--- src/rtl/ntt_pkg.sv ---
// Shared types, configuration constants and modular-arithmetic helpers for the
// iterative inverse NTT.
// Contents: transform configuration (W, N, Q, OMEGA_INV, N_INV), FSM state enum,
// frame/index typedefs, bit_reverse(), gen_twiddles(), mod_add(), mod_sub().
package ntt_pkg;

    localparam int unsigned W      = 32;
    localparam int unsigned W2     = 2 * W;
    localparam int unsigned N      = 8;
    localparam int unsigned LOG2_N = $clog2(N);

    localparam logic [W-1:0] MODULUS_Q = W'(241);
    localparam logic [W-1:0] OMEGA_INV = W'(233);
    localparam logic [W-1:0] N_INV     = W'(211);

    typedef enum logic [1:0] {IDLE, COMPUTE, SCALE, DONE} state_t;

    typedef logic [N-1:0][W-1:0]   frame_t;
    typedef logic [N/2-1:0][W-1:0] twiddle_rom_t;
    typedef logic [LOG2_N-1:0]     idx_t;
    typedef logic [LOG2_N-2:0]     bfly_t;

    // Reverse the LOG2_N-bit index.
    function automatic idx_t bit_reverse(input idx_t i);
        idx_t r;
        r = '0;
        for (int unsigned b = 0; b < LOG2_N; b++) begin
            r[b] = i[LOG2_N-1-b];
        end
        return r;
    endfunction

    // OMEGA_INV^i mod Q for i = 0..N/2-1, evaluated at elaboration.
    function automatic twiddle_rom_t gen_twiddles();
        twiddle_rom_t rom;
        logic [W2-1:0] acc;
        rom = '0;
        acc = W2'(1);
        for (int unsigned i = 0; i < N/2; i++) begin
            rom[i] = W'(acc);
            acc = (acc * W2'(OMEGA_INV)) % W2'(MODULUS_Q);
        end
        return rom;
    endfunction

    // (a + b) mod Q for a, b in [0, Q-1].
    function automatic logic [W-1:0] mod_add(input logic [W-1:0] a, input logic [W-1:0] b);
        logic [W:0] s;
        s = {1'b0, a} + {1'b0, b};
        if (s >= {1'b0, MODULUS_Q}) begin
            s = s - {1'b0, MODULUS_Q};
        end
        return s[W-1:0];
    endfunction

    // (a - b + Q) mod Q for a, b in [0, Q-1].
    function automatic logic [W-1:0] mod_sub(input logic [W-1:0] a, input logic [W-1:0] b);
        logic [W:0] d;
        d = {1'b0, a} + {1'b0, MODULUS_Q} - {1'b0, b};
        if (d >= {1'b0, MODULUS_Q}) begin
            d = d - {1'b0, MODULUS_Q};
        end
        return d[W-1:0];
    endfunction

endpackage

--- src/rtl/ntt_mod_mul.sv ---
// Combinational modular multiplier: p_c = (a * b) mod Q, product formed at 2W bits.
// Ports: a, b (operands in [0, Q-1]); p_c (combinational result).
module ntt_mod_mul
    import ntt_pkg::*;
(
    input  logic [W-1:0] a,
    input  logic [W-1:0] b,
    output logic [W-1:0] p_c
);

    logic [W2-1:0] prod;

    always_comb begin
        prod = W2'(a) * W2'(b);
        p_c  = W'(prod % W2'(MODULUS_Q));
    end

endmodule

--- src/rtl/intt_iterative_scaled.sv ---
// Iterative in-place inverse NTT over Z_q. Takes a bit-reversed spectrum frame and
// returns the natural-order time-domain frame, one Cooley-Tukey butterfly per cycle.
// Build option: define INTT_SCALE_EN to multiply the result by N^-1 (SCALE state);
// without it the block outputs N*x[n] mod Q and skips scaling.
// Ports:
//   clk, reset          clock, asynchronous active-high reset
//   in_valid / in_ready input frame handshake (in_ready high only in IDLE)
//   Data_in             spectrum, Data_in[j] = X[bitrev(j)]
//   out_valid/out_ready result handshake
//   Data_out            working memory, valid when out_valid is high
//   busy                high while COMPUTE or SCALE
module intt_iterative_scaled
    import ntt_pkg::*;
(
    input  logic                  clk,
    input  logic                  reset,
    input  logic                  in_valid,
    output logic                  in_ready,
    input  logic [N-1:0][W-1:0]   Data_in,
    output logic                  out_valid,
    input  logic                  out_ready,
    output logic [N-1:0][W-1:0]   Data_out,
    output logic                  busy
);

    localparam twiddle_rom_t TW_ROM = gen_twiddles();

    state_t state, next_state;
    logic   in_ready_d, out_valid_d, busy_d;

    frame_t mem;
    idx_t   stage;
    bfly_t  bfly;
`ifdef INTT_SCALE_EN
    idx_t   scale_idx;
`endif

    idx_t        half, b_off, top, bot, tw_idx_full;
    bfly_t       tw_idx;
    logic        last_bfly;
    logic [W-1:0] mul_a, mul_b, mul_p;

    // Butterfly addressing: top = 2*half*g + b, bot = top + half, twiddle b*N/(2*half).
    always_comb begin
        half        = idx_t'(1) << stage;
        b_off       = idx_t'(bfly) & (half - idx_t'(1));
        top         = ((idx_t'(bfly) - b_off) << 1) | b_off;
        bot         = top | half;
        tw_idx_full = b_off << (idx_t'(LOG2_N - 1) - stage);
        tw_idx      = bfly_t'(tw_idx_full);
        last_bfly   = (stage == idx_t'(LOG2_N - 1)) && (bfly == bfly_t'(N/2 - 1));
    end

    // Single multiplier shared by the butterfly and the N^-1 scaling pass.
`ifdef INTT_SCALE_EN
    assign mul_a = (state == SCALE) ? mem[scale_idx] : mem[bot];
    assign mul_b = (state == SCALE) ? N_INV : TW_ROM[tw_idx];
`else
    assign mul_a = mem[bot];
    assign mul_b = TW_ROM[tw_idx];
`endif

    ntt_mod_mul u_mul (
        .a   (mul_a),
        .b   (mul_b),
        .p_c (mul_p)
    );

    // State register and registered handshake outputs.
    always_ff @(posedge clk or posedge reset) begin
        if (reset) begin
            state     <= IDLE;
            in_ready  <= 1'b1;
            out_valid <= 1'b0;
            busy      <= 1'b0;
        end else begin
            state     <= next_state;
            in_ready  <= in_ready_d;
            out_valid <= out_valid_d;
            busy      <= busy_d;
        end
    end

    // Next-state logic.
    always_comb begin
        next_state = state;
        case (state)
            IDLE: begin
                if (in_valid && in_ready) next_state = COMPUTE;
            end
            COMPUTE: begin
                if (last_bfly) begin
`ifdef INTT_SCALE_EN
                    next_state = SCALE;
`else
                    next_state = DONE;
`endif
                end
            end
`ifdef INTT_SCALE_EN
            SCALE: begin
                if (scale_idx == idx_t'(N - 1)) next_state = DONE;
            end
`endif
            DONE: begin
                if (out_ready) next_state = IDLE;
            end
            default: next_state = IDLE;
        endcase
    end

    // Output decode from the upcoming state so the registered outputs track it.
    always_comb begin
        in_ready_d  = 1'b0;
        out_valid_d = 1'b0;
        busy_d      = 1'b0;
        case (next_state)
            IDLE:    in_ready_d  = 1'b1;
            COMPUTE: busy_d      = 1'b1;
            SCALE:   busy_d      = 1'b1;
            DONE:    out_valid_d = 1'b1;
            default: ;
        endcase
    end

    // Working memory and counters.
    always_ff @(posedge clk or posedge reset) begin
        if (reset) begin
            mem   <= '0;
            stage <= '0;
            bfly  <= '0;
`ifdef INTT_SCALE_EN
            scale_idx <= '0;
`endif
        end else begin
            case (state)
                IDLE: begin
                    if (in_valid && in_ready) begin
                        mem   <= Data_in;
                        stage <= '0;
                        bfly  <= '0;
`ifdef INTT_SCALE_EN
                        scale_idx <= '0;
`endif
                    end
                end
                COMPUTE: begin
                    mem[top] <= mod_add(mem[top], mul_p);
                    mem[bot] <= mod_sub(mem[top], mul_p);
                    bfly     <= bfly + bfly_t'(1);
                    if (bfly == bfly_t'(N/2 - 1)) begin
                        stage <= last_bfly ? '0 : stage + idx_t'(1);
                    end
                end
`ifdef INTT_SCALE_EN
                SCALE: begin
                    mem[scale_idx] <= mul_p;
                    scale_idx      <= scale_idx + idx_t'(1);
                end
`endif
                default: ;
            endcase
        end
    end

    assign Data_out = mem;

endmodule

--- config.mk ---
export PLATFORM = sky130hd
export DESIGN_NAME = intt_iterative_scaled
export DESIGN_NICKNAME = d
export VERILOG_FILES = /design/src/rtl/ntt_pkg.sv /design/src/rtl/ntt_mod_mul.sv /design/src/rtl/intt_iterative_scaled.sv
export SDC_FILE = /design/constraint.sdc
export NUM_CORES = 2
export LEC_CHECK = 0
export BUFFER_PORTS_ARGS = -buffer_cell sky130_fd_sc_hd__buf_2
export CORE_MARGIN = 10
export CORE_UTILIZATION = 41
export CTS_CLUSTER_DIAMETER = 80
export CTS_CLUSTER_SIZE = 25
export DETAILED_ROUTE_END_ITERATION = 12
export GPL_TIMING_DRIVEN = 0
export PLACE_DENSITY = 0.59
export SYNTH_ARGS = -nofsm -noshare
export SYNTH_HDL_FRONTEND = slang
export SYNTH_SLANG_ARGS = --single-unit
export TNS_END_PERCENT = 50
--- constraint.sdc ---
create_clock -name clk -period 43.3 [get_ports clk]
set_input_delay 8.66 -clock clk [delete_from_list [all_inputs] [get_ports clk]]
set_output_delay 8.66 -clock clk [all_outputs]
set_load 0.02 [all_outputs]
==> flow_summary.toml <==
[clock_tree]
htreeDepth = 1
clk_latency_ns = 0.61
cts_root_buf = "clkbuf_16"
cts_tree = "yes"
hold_buffers = 0
cts.sinks = 266
cts_buffers = 18
clk_path_buf_depth = 3
clkTransAtPathRegs_ns = 0.09

[sta]
hold_viol_final = 0
drv_slew = 65
skew_ns = 0.03754
fmax_mhz = 23.70
finalCritPeriodShare_pct = 97.45
tightest_slew_ns = 1.736
slew_headroom_pct = -15.75
period_needed_ns = 42.20
setup_viol = 0

[critical_path]
crit_top_cell = "buf_6"
r2r-start = "stage[0]$_DFFE_PP0P_"
critPathBufInv = 34
endpoint_kind = "register"
cp.arrival_ns = 42.71
cpMaxStageDelayCell = "nor3_1"
worst_path_largest_cell_delay_ns = 0.64
critPathLaunchType = "register"
required_ns = 43.81
startpoint = "stage[0]$_DFFE_PP0P_"
path_delay_family = "compound AO/OA/AOI/OAI gates"
cp_max_fo = 10
worstSetupPathType = "reg2reg"

[logic_synthesis]
netlist_instances = 5527
synth_area_per_cell_um2 = 7.957
synth_edf_count = 0
yosys_warnings = 0
yosys.area.top_type = "dfrtp_1"
synth_top_cell_area_share_pct = 15.08
yosysUniqueCellTypes = 195
yosysSeqAreaShare_pct = 15.14
synthesis.area_mm2 = 0.04398
async_reset_ff_share_pct = 100.0
syn-num-nets = 6279
synthFlopType = "dfrtp_1"
synth_area_leaders = "dfrtp_1 (15%), ha_1 (9.8%), fa_1 (6.8%)"
ys_ff_latch = 266

[min_path]
hp-start = "Data_out[31]$_DFFE_PP0P_"
min_path_type = "reg2reg"

[routing]
drt_iter0_drc = 6119
postRouteAntennaNets = 0
vias = 51020
drt-pass1-iter-count = 7
routed_wl_um = 247100
drcViolationCount = 0
avgRoutedWirePerCell_um = 31.77
via_per_inst = 6.559

[grt]
grt_first_pass_wirelength_um = 343700
grt_pass1_vias = 47920
grt_antenna_before_repair = 22
grt-ovfl-total = 0
grtUsageTotal_pct = 38.28
grt_start_max_net_pins = 98

[placed_design]
gp_congestion = 1.069
place_inst = 7461
port-buffer-count = 518
dpl.hpwl_um = 190800

[final_layout]
n_fill_cell = 10360
synthToLayoutAreaGrowth_pct = 26.71
ff_latch_area_mm2 = 0.006660
final_nets = 7113
drive_gt1_share_pct = 29.40
multi_input_area_mm2 = 0.03779
final_cells = 7779

[outcome]
status = "finished with violations"
violations = "max-capacitance violations, max-slew violations"

[die]
die_area_mm2 = 0.1208
io-pin-count = 519
placementRows = 120
start_util_pct = 41.20
core-area_mm2 = 0.1068
die_w_um = 347.5
die_h_um = 347.5

[flow_run]
cap_violations = 8
-- layout make-up --
cell class,count,area share [%]
clock inverter,9,0.2223
sequential,266,11.95
buffer,311,3.606
multi-input combinational,4496,67.81
clock buffer,20,0.8779
timing repair buffer,820,9.295
tap,1403,3.150
antenna,6,0.02694
inverter,448,3.062
-- repair_timing --
item,CTS,global route
setup buffers,101,185
gates resized for setup,382,441
gates cloned,0,3
setup endpoints to repair,256,256
pin swaps,65,223
-- state kept, by name, summed over array words and instances, names as in the netlist --
name / cells
Data_out: 256
out_valid: 1
bfly: 2
state: 2
busy: 1
in_ready: 1
stage: 3
-- worst paths after layout --
path	to	slack [ns]	cells past startpoint
worst min-delay path	Data_out[31]$_DFFE_PP0P_	0.55	2
worst min register to register	Data_out[31]$_DFFE_PP0P_	0.55	2
worst max register to register	Data_out[18]$_DFFE_PP0P_	1.10	192
max in group asynchronous	Data_out[65]$_DFFE_PP0P_	33.67	4
worst max-delay path	Data_out[18]$_DFFE_PP0P_	1.10	192
min in group asynchronous	Data_out[214]$_DFFE_PP0P_	8.11	2
-- synth_stat cells (all sizes together) (54+ instances only) --
cell type  count
clkbuf       232
xor2          83
a221o        233
buf           79
nand2        559
fa           149
nor2         358
nand3        100
xnor2        201
ha           343
and3          54
o21bai        62
o22ai        132
mux2i         62
a21oi        293
and2          83
dfrtp        265
nor3         106
inv          445
o21ai        654
-- per-layer routing --
layer	track usage, %	part of all wire (%)
met2	57.80	42
met5	0	0.071
met4	24.04	8.4
met3	13.18	12
met1	46.30	38
-- tightest hold or removal path, cell delays in order (launching register included) --
cell and delay (ns):
dfrtp_1 0.39, nand2_1 0.06, o21ai_0 0.06
-- metrics by stage --
stage	utilization (%)	TNS (ns)	hold WS, ns	setup slack (ns)	area [um^2]
finish	52.20	0	0.5459	1.104	55730
global route	52.19	-57.87	0.5831	-0.4454	55710
CTS	48.74	0	0.5400	0.04218	52030
detailed placement	45.53	-1969.15	0.5143	-8.971	48600
global placement	45.27	-2010.91	0.5137	-9.188	48330
floorplan	-	0	0.5001	1.966	43980
-- layout by cell type (no fill, tap or decap), drive strengths merged, types with 35 or more instances in the layout --
cell	netlist	routed
buf	79	900
o21ai	654	654
nand2	559	559
inv	445	450
nor2	358	358
ha	343	343
a21oi	293	293
dfrtp	265	265
clkbuf	232	246
a221o	233	233
xnor2	201	201
fa	149	149
o22ai	132	132
nor3	106	106
nand3	100	100
xor2	83	83
and2	83	83
o21bai	62	62
mux2i	62	62
and3	54	54
or2	48	48
o31ai	48	48
a21o	46	46
a211oi	46	46
a22oi	43	43
a31oi	43	43
o21a	43	43
nand4	40	40
mux2	40	40
nand2b	36	36
nor2b	36	36
o221ai	35	35
-- cell families (layout without fill, tap and decap cells) --
family | Yosys count | count (layout) | share of synthesized area (%)
other cells | 0 | 6 | 0
mux | 102 | 102 | 2.541
simple gates | 1568 | 1568 | 17.99
buf+inv | 766 | 1608 | 7.710
fa+ha+maj | 503 | 503 | 16.81
compound gates | 2035 | 2036 | 33.63
xor+xnor | 287 | 287 | 6.185
flops | 266 | 266 | 15.14
Power is left out: the tool's default activity adds up to more than one toggle a clock period on the data nets, which glitch-free logic cannot reach.
